## src/rtl/doc5503_wave_fetch.sv

```systemverilog
// ---------------------------------------------------------------------------
// doc5503_wave_fetch
//
// Arbitrates one shared sound-RAM port between DOC wave fetches and host
// accesses. Wave requests always win over host requests.
//
// Ports
//   clk_i, reset_n_i           clock, asynchronous active-low reset
//   wave_rd_i, wave_address_i  DOC wave-read strobe and address
//   wave_data_ready_o          one-cycle pulse, wave_data_o valid
//   wave_data_o                wave byte, held until the next wave completion
//   host_req_i .. host_wdata_i host request (level, held until host_ack_o)
//   host_ack_o, host_rdata_o   host completion pulse and held read data
//   mem_req_o .. mem_wdata_o   memory request, held until ack or timeout
//   mem_ack_i, mem_rdata_i     memory completion, data valid with ack
//   busy_o                     high whenever an access is in flight
//   overrun_o                  sticky: a pending wave request was replaced
// ---------------------------------------------------------------------------
module doc5503_wave_fetch #(
  parameter int unsigned TIMEOUT_CYCLES = 64,
  parameter logic [7:0]  TIMEOUT_DATA   = 8'h80
) (
  input  logic        clk_i,
  input  logic        reset_n_i,
  input  logic        wave_rd_i,
  input  logic [15:0] wave_address_i,
  output logic        wave_data_ready_o,
  output logic [7:0]  wave_data_o,
  input  logic        host_req_i,
  input  logic        host_we_i,
  input  logic [15:0] host_addr_i,
  input  logic [7:0]  host_wdata_i,
  output logic        host_ack_o,
  output logic [7:0]  host_rdata_o,
  output logic        mem_req_o,
  output logic        mem_we_o,
  output logic [15:0] mem_addr_o,
  output logic [7:0]  mem_wdata_o,
  input  logic        mem_ack_i,
  input  logic [7:0]  mem_rdata_i,
  output logic        busy_o,
  output logic        overrun_o
);

  localparam int unsigned CNT_W = $clog2(TIMEOUT_CYCLES + 1);

  typedef enum logic [1:0] {
    IDLE = 2'd0,
    WAVE = 2'd1,
    HOST = 2'd2
  } state_t;

  state_t      state_q,      state_d;
  logic        pend_q,       pend_d;
  logic [15:0] pend_addr_q,  pend_addr_d;
  logic        overrun_q,    overrun_d;
  logic        mem_req_q,    mem_req_d;
  logic        mem_we_q,     mem_we_d;
  logic [15:0] mem_addr_q,   mem_addr_d;
  logic [7:0]  mem_wdata_q,  mem_wdata_d;
  logic [CNT_W-1:0] tmo_q,   tmo_d;
  logic [7:0]  wave_data_q,  wave_data_d;
  logic        wave_ready_q, wave_ready_d;
  logic        host_ack_q,   host_ack_d;
  logic [7:0]  host_rdata_q, host_rdata_d;

  logic issue_wave;
  logic timeout_hit;

  // Counter is compared one below the limit so mem_req_o stays high for
  // exactly TIMEOUT_CYCLES cycles before the access is abandoned.
  assign timeout_hit = (tmo_q == CNT_W'(TIMEOUT_CYCLES - 1));

  always_comb begin
    state_d      = state_q;
    pend_d       = pend_q;
    pend_addr_d  = pend_addr_q;
    overrun_d    = overrun_q;
    mem_req_d    = mem_req_q;
    mem_we_d     = mem_we_q;
    mem_addr_d   = mem_addr_q;
    mem_wdata_d  = mem_wdata_q;
    tmo_d        = tmo_q;
    wave_data_d  = wave_data_q;
    wave_ready_d = 1'b0;
    host_ack_d   = 1'b0;
    host_rdata_d = host_rdata_q;

    // The first cycle in WAVE launches the request and consumes the
    // pending entry; a strobe in that same cycle is a fresh request,
    // not an overrun.
    issue_wave = (state_q == WAVE) && !mem_req_q;

    if (issue_wave) begin
      pend_d = 1'b0;
    end
    if (wave_rd_i) begin
      pend_d      = 1'b1;
      pend_addr_d = wave_address_i;
      if (pend_q && !issue_wave) begin
        overrun_d = 1'b1;
      end
    end

    case (state_q)
      IDLE: begin
        // host_ack_q blocks a host requester that has not yet dropped its
        // level request from being served twice.
        if (pend_q || wave_rd_i) begin
          state_d = WAVE;
        end else if (host_req_i && !host_ack_q) begin
          state_d     = HOST;
          mem_we_d    = host_we_i;
          mem_addr_d  = host_addr_i;
          mem_wdata_d = host_wdata_i;
        end
      end

      WAVE: begin
        if (!mem_req_q) begin
          mem_req_d  = 1'b1;
          mem_we_d   = 1'b0;
          mem_addr_d = pend_addr_q;
          tmo_d      = '0;
        end else if (mem_ack_i) begin
          wave_data_d  = mem_rdata_i;
          wave_ready_d = 1'b1;
          mem_req_d    = 1'b0;
          state_d      = IDLE;
        end else if (timeout_hit) begin
          wave_data_d  = TIMEOUT_DATA;
          wave_ready_d = 1'b1;
          mem_req_d    = 1'b0;
          tmo_d        = tmo_q + CNT_W'(1);
          state_d      = IDLE;
        end else begin
          tmo_d = tmo_q + CNT_W'(1);
        end
      end

      HOST: begin
        if (!mem_req_q) begin
          mem_req_d = 1'b1;
          tmo_d     = '0;
        end else if (mem_ack_i || timeout_hit) begin
          host_ack_d = 1'b1;
          mem_req_d  = 1'b0;
          if (!mem_we_q) begin
            host_rdata_d = mem_ack_i ? mem_rdata_i : 8'h00;
          end
          if (!mem_ack_i) begin
            tmo_d = tmo_q + CNT_W'(1);
          end
          // A wave request that arrived during the host access goes
          // straight to WAVE without a detour through IDLE.
          state_d = (pend_q || wave_rd_i) ? WAVE : IDLE;
        end else begin
          tmo_d = tmo_q + CNT_W'(1);
        end
      end

      default: begin
        state_d   = IDLE;
        mem_req_d = 1'b0;
      end
    endcase
  end

  always_ff @(posedge clk_i or negedge reset_n_i) begin
    if (!reset_n_i) begin
      state_q      <= IDLE;
      pend_q       <= 1'b0;
      pend_addr_q  <= '0;
      overrun_q    <= 1'b0;
      mem_req_q    <= 1'b0;
      mem_we_q     <= 1'b0;
      mem_addr_q   <= '0;
      mem_wdata_q  <= '0;
      tmo_q        <= '0;
      wave_data_q  <= '0;
      wave_ready_q <= 1'b0;
      host_ack_q   <= 1'b0;
      host_rdata_q <= '0;
    end else begin
      state_q      <= state_d;
      pend_q       <= pend_d;
      pend_addr_q  <= pend_addr_d;
      overrun_q    <= overrun_d;
      mem_req_q    <= mem_req_d;
      mem_we_q     <= mem_we_d;
      mem_addr_q   <= mem_addr_d;
      mem_wdata_q  <= mem_wdata_d;
      tmo_q        <= tmo_d;
      wave_data_q  <= wave_data_d;
      wave_ready_q <= wave_ready_d;
      host_ack_q   <= host_ack_d;
      host_rdata_q <= host_rdata_d;
    end
  end

  assign wave_data_ready_o = wave_ready_q;
  assign wave_data_o       = wave_data_q;
  assign host_ack_o        = host_ack_q;
  assign host_rdata_o      = host_rdata_q;
  assign mem_req_o         = mem_req_q;
  assign mem_we_o          = mem_we_q;
  assign mem_addr_o        = mem_addr_q;
  assign mem_wdata_o       = mem_wdata_q;
  assign busy_o            = (state_q != IDLE);
  assign overrun_o         = overrun_q;

endmodule

```

## config.mk

```make
export PLATFORM = sky130hd
export DESIGN_NAME = doc5503_wave_fetch
export DESIGN_NICKNAME = d
export VERILOG_FILES = /design/src/rtl/doc5503_wave_fetch.sv
export SDC_FILE = /design/constraint.sdc
export NUM_CORES = 1
export LEC_CHECK = 0
export CORE_MARGIN = 4
export CORE_UTILIZATION = 40
export DETAILED_ROUTE_END_ITERATION = 6
export DONT_BUFFER_PORTS = 1
export PLACE_DENSITY_LB_ADDON = 0.05
export SLEW_MARGIN = 5
export SYNTH_ARGS = -nofsm -noshare
export SYNTH_HDL_FRONTEND = slang
export SYNTH_SLANG_ARGS = --single-unit
```

## constraint.sdc

```tcl
create_clock -name clk_i -period 1.3 [get_ports clk_i]
set_input_delay 0.26 -clock clk_i [delete_from_list [all_inputs] [get_ports clk_i]]
set_output_delay 0.26 -clock clk_i [all_outputs]
set_load 0.005 [all_outputs]
```

==> flow_metrics.env, run 1 <==
export IMPL_outcome="finished, violations left"
export IMPL_failed_checks="hold timing, setup timing"
export IMPL_final_util_pct=51.4
export IMPL_grt_pass1_vias=2156
export IMPL_cp_arrival_ns=1.72
export IMPL_antenna_found_initial=0
export IMPL_final_hold_viol_count=71
export IMPL_end_kind="flip-flop"
export IMPL_r2r_start="state_q[1]"
export IMPL_synthCells=244
export IMPL_worstPathMaxFanout=32
export IMPL_drt_wirelength_per_cell_um=18.1
export IMPL_dpl_cell_count=356
export IMPL_reg2regPathDepth=8
export IMPL_start_util_pct=41.6
export IMPL_dieHeight_um=95.3
export IMPL_synth_common_cells="dfrtp_1 (71), nand2_1 (26), mux2_2 (24), a22o_1 (17), mux2i_1 (17)"
export IMPL_clk_latency_ns=0.34
export IMPL_worst_endpoint_required_ns=1.52
export IMPL_netlist_cell_type_count=41
export IMPL_die_area_mm2=0.00908
export IMPL_fmaxAchievable_mhz=668
export IMPL_syn_to_final_growth_pct=23.5
export IMPL_cts_buffers=9
export IMPL_p_leak_nw=1.73
export IMPL_hp_class="input pin to async pin"
export IMPL_core_area_mm2=0.00733
export IMPL_drive_above_1_share_pct=34.6
export IMPL_vias=1984
export IMPL_viasPerCell=5.23
export IMPL_routed_wl_um=6840
export IMPL_layout_setup_ws_ns=-0.198
export IMPL_finalNonFillerCells=379
export IMPL_async_flop_share_pct=100
export IMPL_syn_nets=302
export IMPL_ys_seq_area_share_pct=58.3
export IMPL_fin_skew_ns=0.00506
export IMPL_startpoint_type="flip-flop"
export IMPL_yosysWarnings=0
export IMPL_final_nets=333
export IMPL_gp_congestion=0.758
export IMPL_grt_pass1_wl_um=11000
export IMPL_tritoncts="built"
export IMPL_reg2reg_to="mem_addr_o[12]"
export IMPL_syn_area_mm2=0.00305
export IMPL_cap_violations=0
export IMPL_peakVddDrop_uv=741
export IMPL_ios=100
export IMPL_synth_seq_cells=71
export IMPL_worst_pin_slew_ns=0.265
export IMPL_grt_overflow=0
export IMPL_grt_max_degree=72
export IMPL_rows=31
export IMPL_worstSetupPathType="flip-flop to flip-flop"
export IMPL_cts_buffer_depth=2
export IMPL_ys_flop_type="dfrtp_1"
export IMPL_synth_area_leaders="dfrtp_1 (58%), mux2_2 (8.9%), mux2i_1 (5.6%), a22o_1 (4.9%), nand2_1 (3.2%)"
export IMPL_yosysMostFrequentCell="dfrtp_1"
export IMPL_yosysTopAreaCellShare_pct=58.3
export IMPL_dr_first_iter_drc_count=35
export IMPL_setup_viol=48
export IMPL_drcViolationCount=0
export IMPL_num_antenna_cells=0
export IMPL_cts_hold_buffers_added=1
export IMPL_clk_pin_slew_ns=0.08
export IMPL_maxSlewViolCount=0
export IMPL_period_share_pct=115
export IMPL_cts_root_buf="clkbuf_8"
export IMPL_htreeDepth=3
export IMPL_synth_top_area_cell="dfrtp_1"
export IMPL_syn_avg_cell_area_um2=12.5
export IMPL_drtPass1Iterations=4
export IMPL_drtAntennaViolNets=0
export IMPL_io_buffers=0
export IMPL_chipWidth_um=95.3
export IMPL_period_needed_ns=1.50
export IMPL_synth_edf_count=0
export IMPL_cts_sinks=71
export IMPL_rsz0062_at_grt="true"
export IMPL_rrSetupSlack_ns=-0.20
export IMPL_p_total_w=0.00843
export IMPL_slew_headroom_pct=82.3
export IMPL_power_density_mw_per_mm2=2240
export IMPL_holdWs_ns=-0.392
export IMPL_place_hpwl_um=4680
export IMPL_grtUsageTotal_pct=16.0
-- what timing repair did --
action / CTS / global route
endpoints found under the hold margin: 72 / 71
endpoints found under the setup margin: 51 / 54
buffers inserted: 4 / 2
cloned: 1 / 0
pin swaps: 5 / 14
resized for setup: 19 / 9
-- layout by cell type (no fill, tap or decap), drive strengths merged, types with 2 or more instances in the layout --
master / instances
dfrtp: 71
buf: 30
o22ai: 3
nor2: 6
nand3: 2
a22o: 17
a31o: 2
ha: 4
nor2b: 5
nand2: 29
a21oi: 3
inv: 8
o31ai: 2
bufinv: 3
nor3b: 2
mux2i: 17
mux2: 24
and4b: 3
clkinv: 4
clkbuf: 9
a31oi: 3
o21ai: 18
-- power by group --
part | leakage, nW | internal [W] | switching (W)
registers | 0.887 | 0.00294 | 0.000601
logic | 0.717 | 0.00152 | 0.00125
clock network | 0.123 | 0.00128 | 0.000850
total | 1.73 | 0.00573 | 0.00270
-- layout make-up --
class / count / area, um^2
Fill cell: 655 / 3570
Sequential cell: 71 / 1780
Multi-Input combinational cell: 153 / 1290
Timing Repair Buffer: 31 / 288
Clock buffer: 9 / 124
Tap cell: 99 / 124
Clock inverter: 7 / 121
Inverter: 9 / 42.5
-- sequential cells by signal, indices dropped and copies added, names as in the netlist, 2 cells and up --
name / flops
host_rdata_o: 8
mem_addr_o: 16
mem_wdata_o: 8
pend_addr_q: 16
state_q: 2
tmo_q: 7
wave_data_o: 8
-- through the flow --
stage          cell area (um^2)  setup slack, ns  TNS (ns)
6_report                   3760           -0.198     -6.70
5_1_grt                    3760           -0.284    -10.21
4_1_cts                    3720           -0.202     -6.91
3_5_place_dp               3370           -0.229     -8.22
3_3_place_gp               3370           -0.195     -7.52
2_1_floorplan              3120           -0.150     -5.26
-- worst max path at each step --
stage | start | endpoint | slack, ns | depth (start not counted)
final | state_q[1] | mem_addr_o[12] | -0.20 | 8
after global placement | state_q[1] | mem_addr_o[4] | -0.19 | 8
after CTS | state_q[1] | mem_addr_o[5] | -0.20 | 8
after global routing | state_q[1] | mem_addr_o[1] | -0.28 | 8
after detailed placement | state_q[1] | host_rdata_o[4] | -0.23 | 6
after floorplan | state_q[1] | mem_addr_o[0] | -0.15 | 7
-- critical path: stages, from the launching register on --
cell     delay (ns)
dfrtp_1        0.39
inv_2          0.08
ha_4           0.15
nor3b_4        0.22
buf_6          0.14
a31oi_4        0.08
buf_12         0.18
nand2_1        0.06
o21ai_1        0.07
-- metal layers --
metal,vias up,wire (um),track usage (%)
li1,938,-,-
met1,965,2920,20.0
met2,71,3190,24.8
met3,10,595,5.60
met4,0,129,7.69
met5,-,0,0
-- kinds of logic (layout without fill, tap and decap cells) --
logic type	Yosys count	count (layout)	synth area share [%]
AO/OA/AOI/OAI	55	55	13.0
XOR/XNOR	2	2	0.575
adder cells (fa/ha/maj)	4	4	1.64
buffers and inverters	21	56	3.28
flip-flops	71	71	58.3
multiplexers	41	41	14.4
AND/OR/NAND/NOR	50	51	8.79
No activity file was read; power rests on OpenSTA's default activity.
==> inputs of run 2 (changes only) <==
- SETUP_SLACK_MARGIN: not set -> 0.15
- clock period: 1.3 -> 1.2 ns (I/O delays scaled with it)
==> flow_metrics.env, run 2 (synthesis results as in run 1) <==
export IMPL_outcome="finished, violations left"
export IMPL_failed_checks="hold timing, setup timing"
export IMPL_fill_cells=640
export IMPL_drcViolationCount=0
export IMPL_drt_wirelength_per_cell_um=17.6
export IMPL_maxSlewViolCount=0
export IMPL_cp_arrival_ns=1.78
export IMPL_final_hold_viol_count=71
export IMPL_final_common_cell="dfrtp_1"
export IMPL_setup_viol=55
export IMPL_cts_root_buf="clkbuf_8"
export IMPL_drtAntennaViolNets=0
export IMPL_peakVddDrop_uv=996
export IMPL_slew_headroom_pct=80.6
export IMPL_grtUsageTotal_pct=16.5
export IMPL_layout_setup_ws_ns=-0.358
export IMPL_num_antenna_cells=0
export IMPL_rrSetupSlack_ns=-0.36
export IMPL_cts_sinks=71
export IMPL_critPathSlowestCell="dfrtp_1"
export IMPL_io_buffers=0
export IMPL_startpoint_type="flip-flop"
export IMPL_crit_path_max_incr_delay_ns=0.41
export IMPL_cp_startpoint="state_q[0]"
export IMPL_worstPathMaxFanout=5
export IMPL_chipWidth_um=95.3
export IMPL_period_share_pct=130
export IMPL_ios=100
export IMPL_holdWs_ns=-0.408
export IMPL_layout_common_cells="dfrtp_1 (70), buf_4 (34), mux2_2 (24)"
export IMPL_grt_max_degree=72
export IMPL_gp_congestion=0.733
export IMPL_cp_top_family="flip-flops"
export IMPL_cap_violations=0
export IMPL_fin_skew_ns=0.00926
export IMPL_grt_pass1_vias=2213
export IMPL_worst_endpoint_required_ns=1.42
export IMPL_clk_latency_ns=0.33
export IMPL_cts_buffers=9
export IMPL_worst_pin_slew_ns=0.291
export IMPL_htreeDepth=3
export IMPL_rows=31
export IMPL_period_needed_ns=1.56
export IMPL_start_util_pct=41.6
export IMPL_routed_wl_um=7080
export IMPL_drive_above_1_share_pct=43.6
export IMPL_p_leak_nw=1.82
export IMPL_power_density_mw_per_mm2=2320
export IMPL_final_cell_area_mm2=0.00405
export IMPL_drtPass1Iterations=4
export IMPL_reg2regPathDepth=7
export IMPL_path_cells="inv_2, ha_4, nor3b_4, buf_6, buf_12, nand2_8, mux2_2"
export IMPL_cts_hold_buffers_added=5
export IMPL_r2r_start="state_q[0]"
export IMPL_grt_overflow=0
export IMPL_path_buf_inv=3
export IMPL_die_area_mm2=0.00908
export IMPL_rsz0062_at_grt="true"
export IMPL_fmaxAchievable_mhz=642
export IMPL_viasPerCell=5.15
export IMPL_grt_pass1_wl_um=11400
export IMPL_dieHeight_um=95.3
export IMPL_reg2reg_to="mem_wdata_o[6]"
export IMPL_clk_pin_slew_ns=0.07
export IMPL_p_total_w=0.00941
export IMPL_core_area_mm2=0.00733
export IMPL_tns_ns=-15.09
export IMPL_vias=2069
export IMPL_tritoncts="built"
export IMPL_antenna_found_initial=0
export IMPL_placed_cell_area_mm2=0.00340
export IMPL_worstSetupPathType="flip-flop to flip-flop"
export IMPL_hp_class="input pin to async pin"
export IMPL_cts_buffer_depth=2
export IMPL_place_hpwl_um=4630
export IMPL_syn_to_final_growth_pct=32.9
export IMPL_final_nets=356
export IMPL_end_kind="flip-flop"
export IMPL_dr_first_iter_drc_count=59
==> run 2: changes by cell type in the layout (fill, tap and decap cells not counted), sizes merged <==
cell / previous run / this run
buf: 30 / 49
dlygate4sd3: 1 / 5
bufinv: 3 / 1
clkbuf: 9 / 11
clkinv: 4 / 3
clkinvlp: 1 / 2
==> run 2: worst max-delay path by stage <==
stage                      endpoint  depth (start not counted)  slack, ns
detailed placement         mem_we_o                          6      -0.33
finish               mem_wdata_o[6]                          7      -0.36
global route             state_q[0]                          7      -0.45
CTS                      state_q[0]                          7      -0.30
global placement    host_rdata_o[5]                          6      -0.33
floorplan             mem_addr_o[0]                          7      -0.25
==> run 2: area by class of cell <==
cell class / count / area (um^2) / share of cell area, %
flip-flops and latches: 71 / 1780 / 43.9
multi-input cells: 153 / 1400 / 34.5
clock buffers: 11 / 151 / 3.74
well taps: 99 / 124 / 3.06
inverters: 9 / 42.5 / 1.05
clock inverters: 5 / 56.3 / 1.39
repair buffers: 54 / 500 / 12.4
==> run 2: worst reg2reg max path, stage by stage (launching register included) <==
cell,delay [ns]
dfrtp_1,0.41
inv_2,0.08
ha_4,0.17
nor3b_4,0.14
buf_6,0.14
buf_12,0.13
nand2_8,0.06
mux2_2,0.32
==> run 2: through the flow <==
stage | instances | setup WS, ns | utilization (%)
global route | 402 | -0.451 | 55.2
floorplan | 244 | -0.250 | -
CTS | 392 | -0.298 | 52.4
finish | 402 | -0.358 | 55.2
detailed placement | 362 | -0.326 | 46.4
global placement | 362 | -0.326 | 46.4
==> run 2: report_power, final <==
part / leakage, nW / total [W] / internal (W) / switching [W]
Clock: 0.105 / 0.00196 / 0.00107 / 0.000891
Sequential: 0.887 / 0.00380 / 0.00318 / 0.000615
Combinational: 0.833 / 0.00365 / 0.00204 / 0.00161
Total: 1.82 / 0.00941 / 0.00629 / 0.00312
==> run 2: per-layer routing <==
metal | GRT usage (%) | share of wire, %
met1 | 20.8 | 42
met2 | 26.1 | 49
met3 | 6.79 | 8.1
met4 | 4.69 | 0.51
met5 | 0 | 0
==> run 2: repair_timing <==
item | 4_1_cts | 5_1_grt
setup endpoints to repair | 59 | 59
hold endpoints to repair | 76 | 71
pin swaps | 5 | 11
gates cloned | 2 | 0
resized for setup | 33 | 25
buffers inserted | 7 | 10
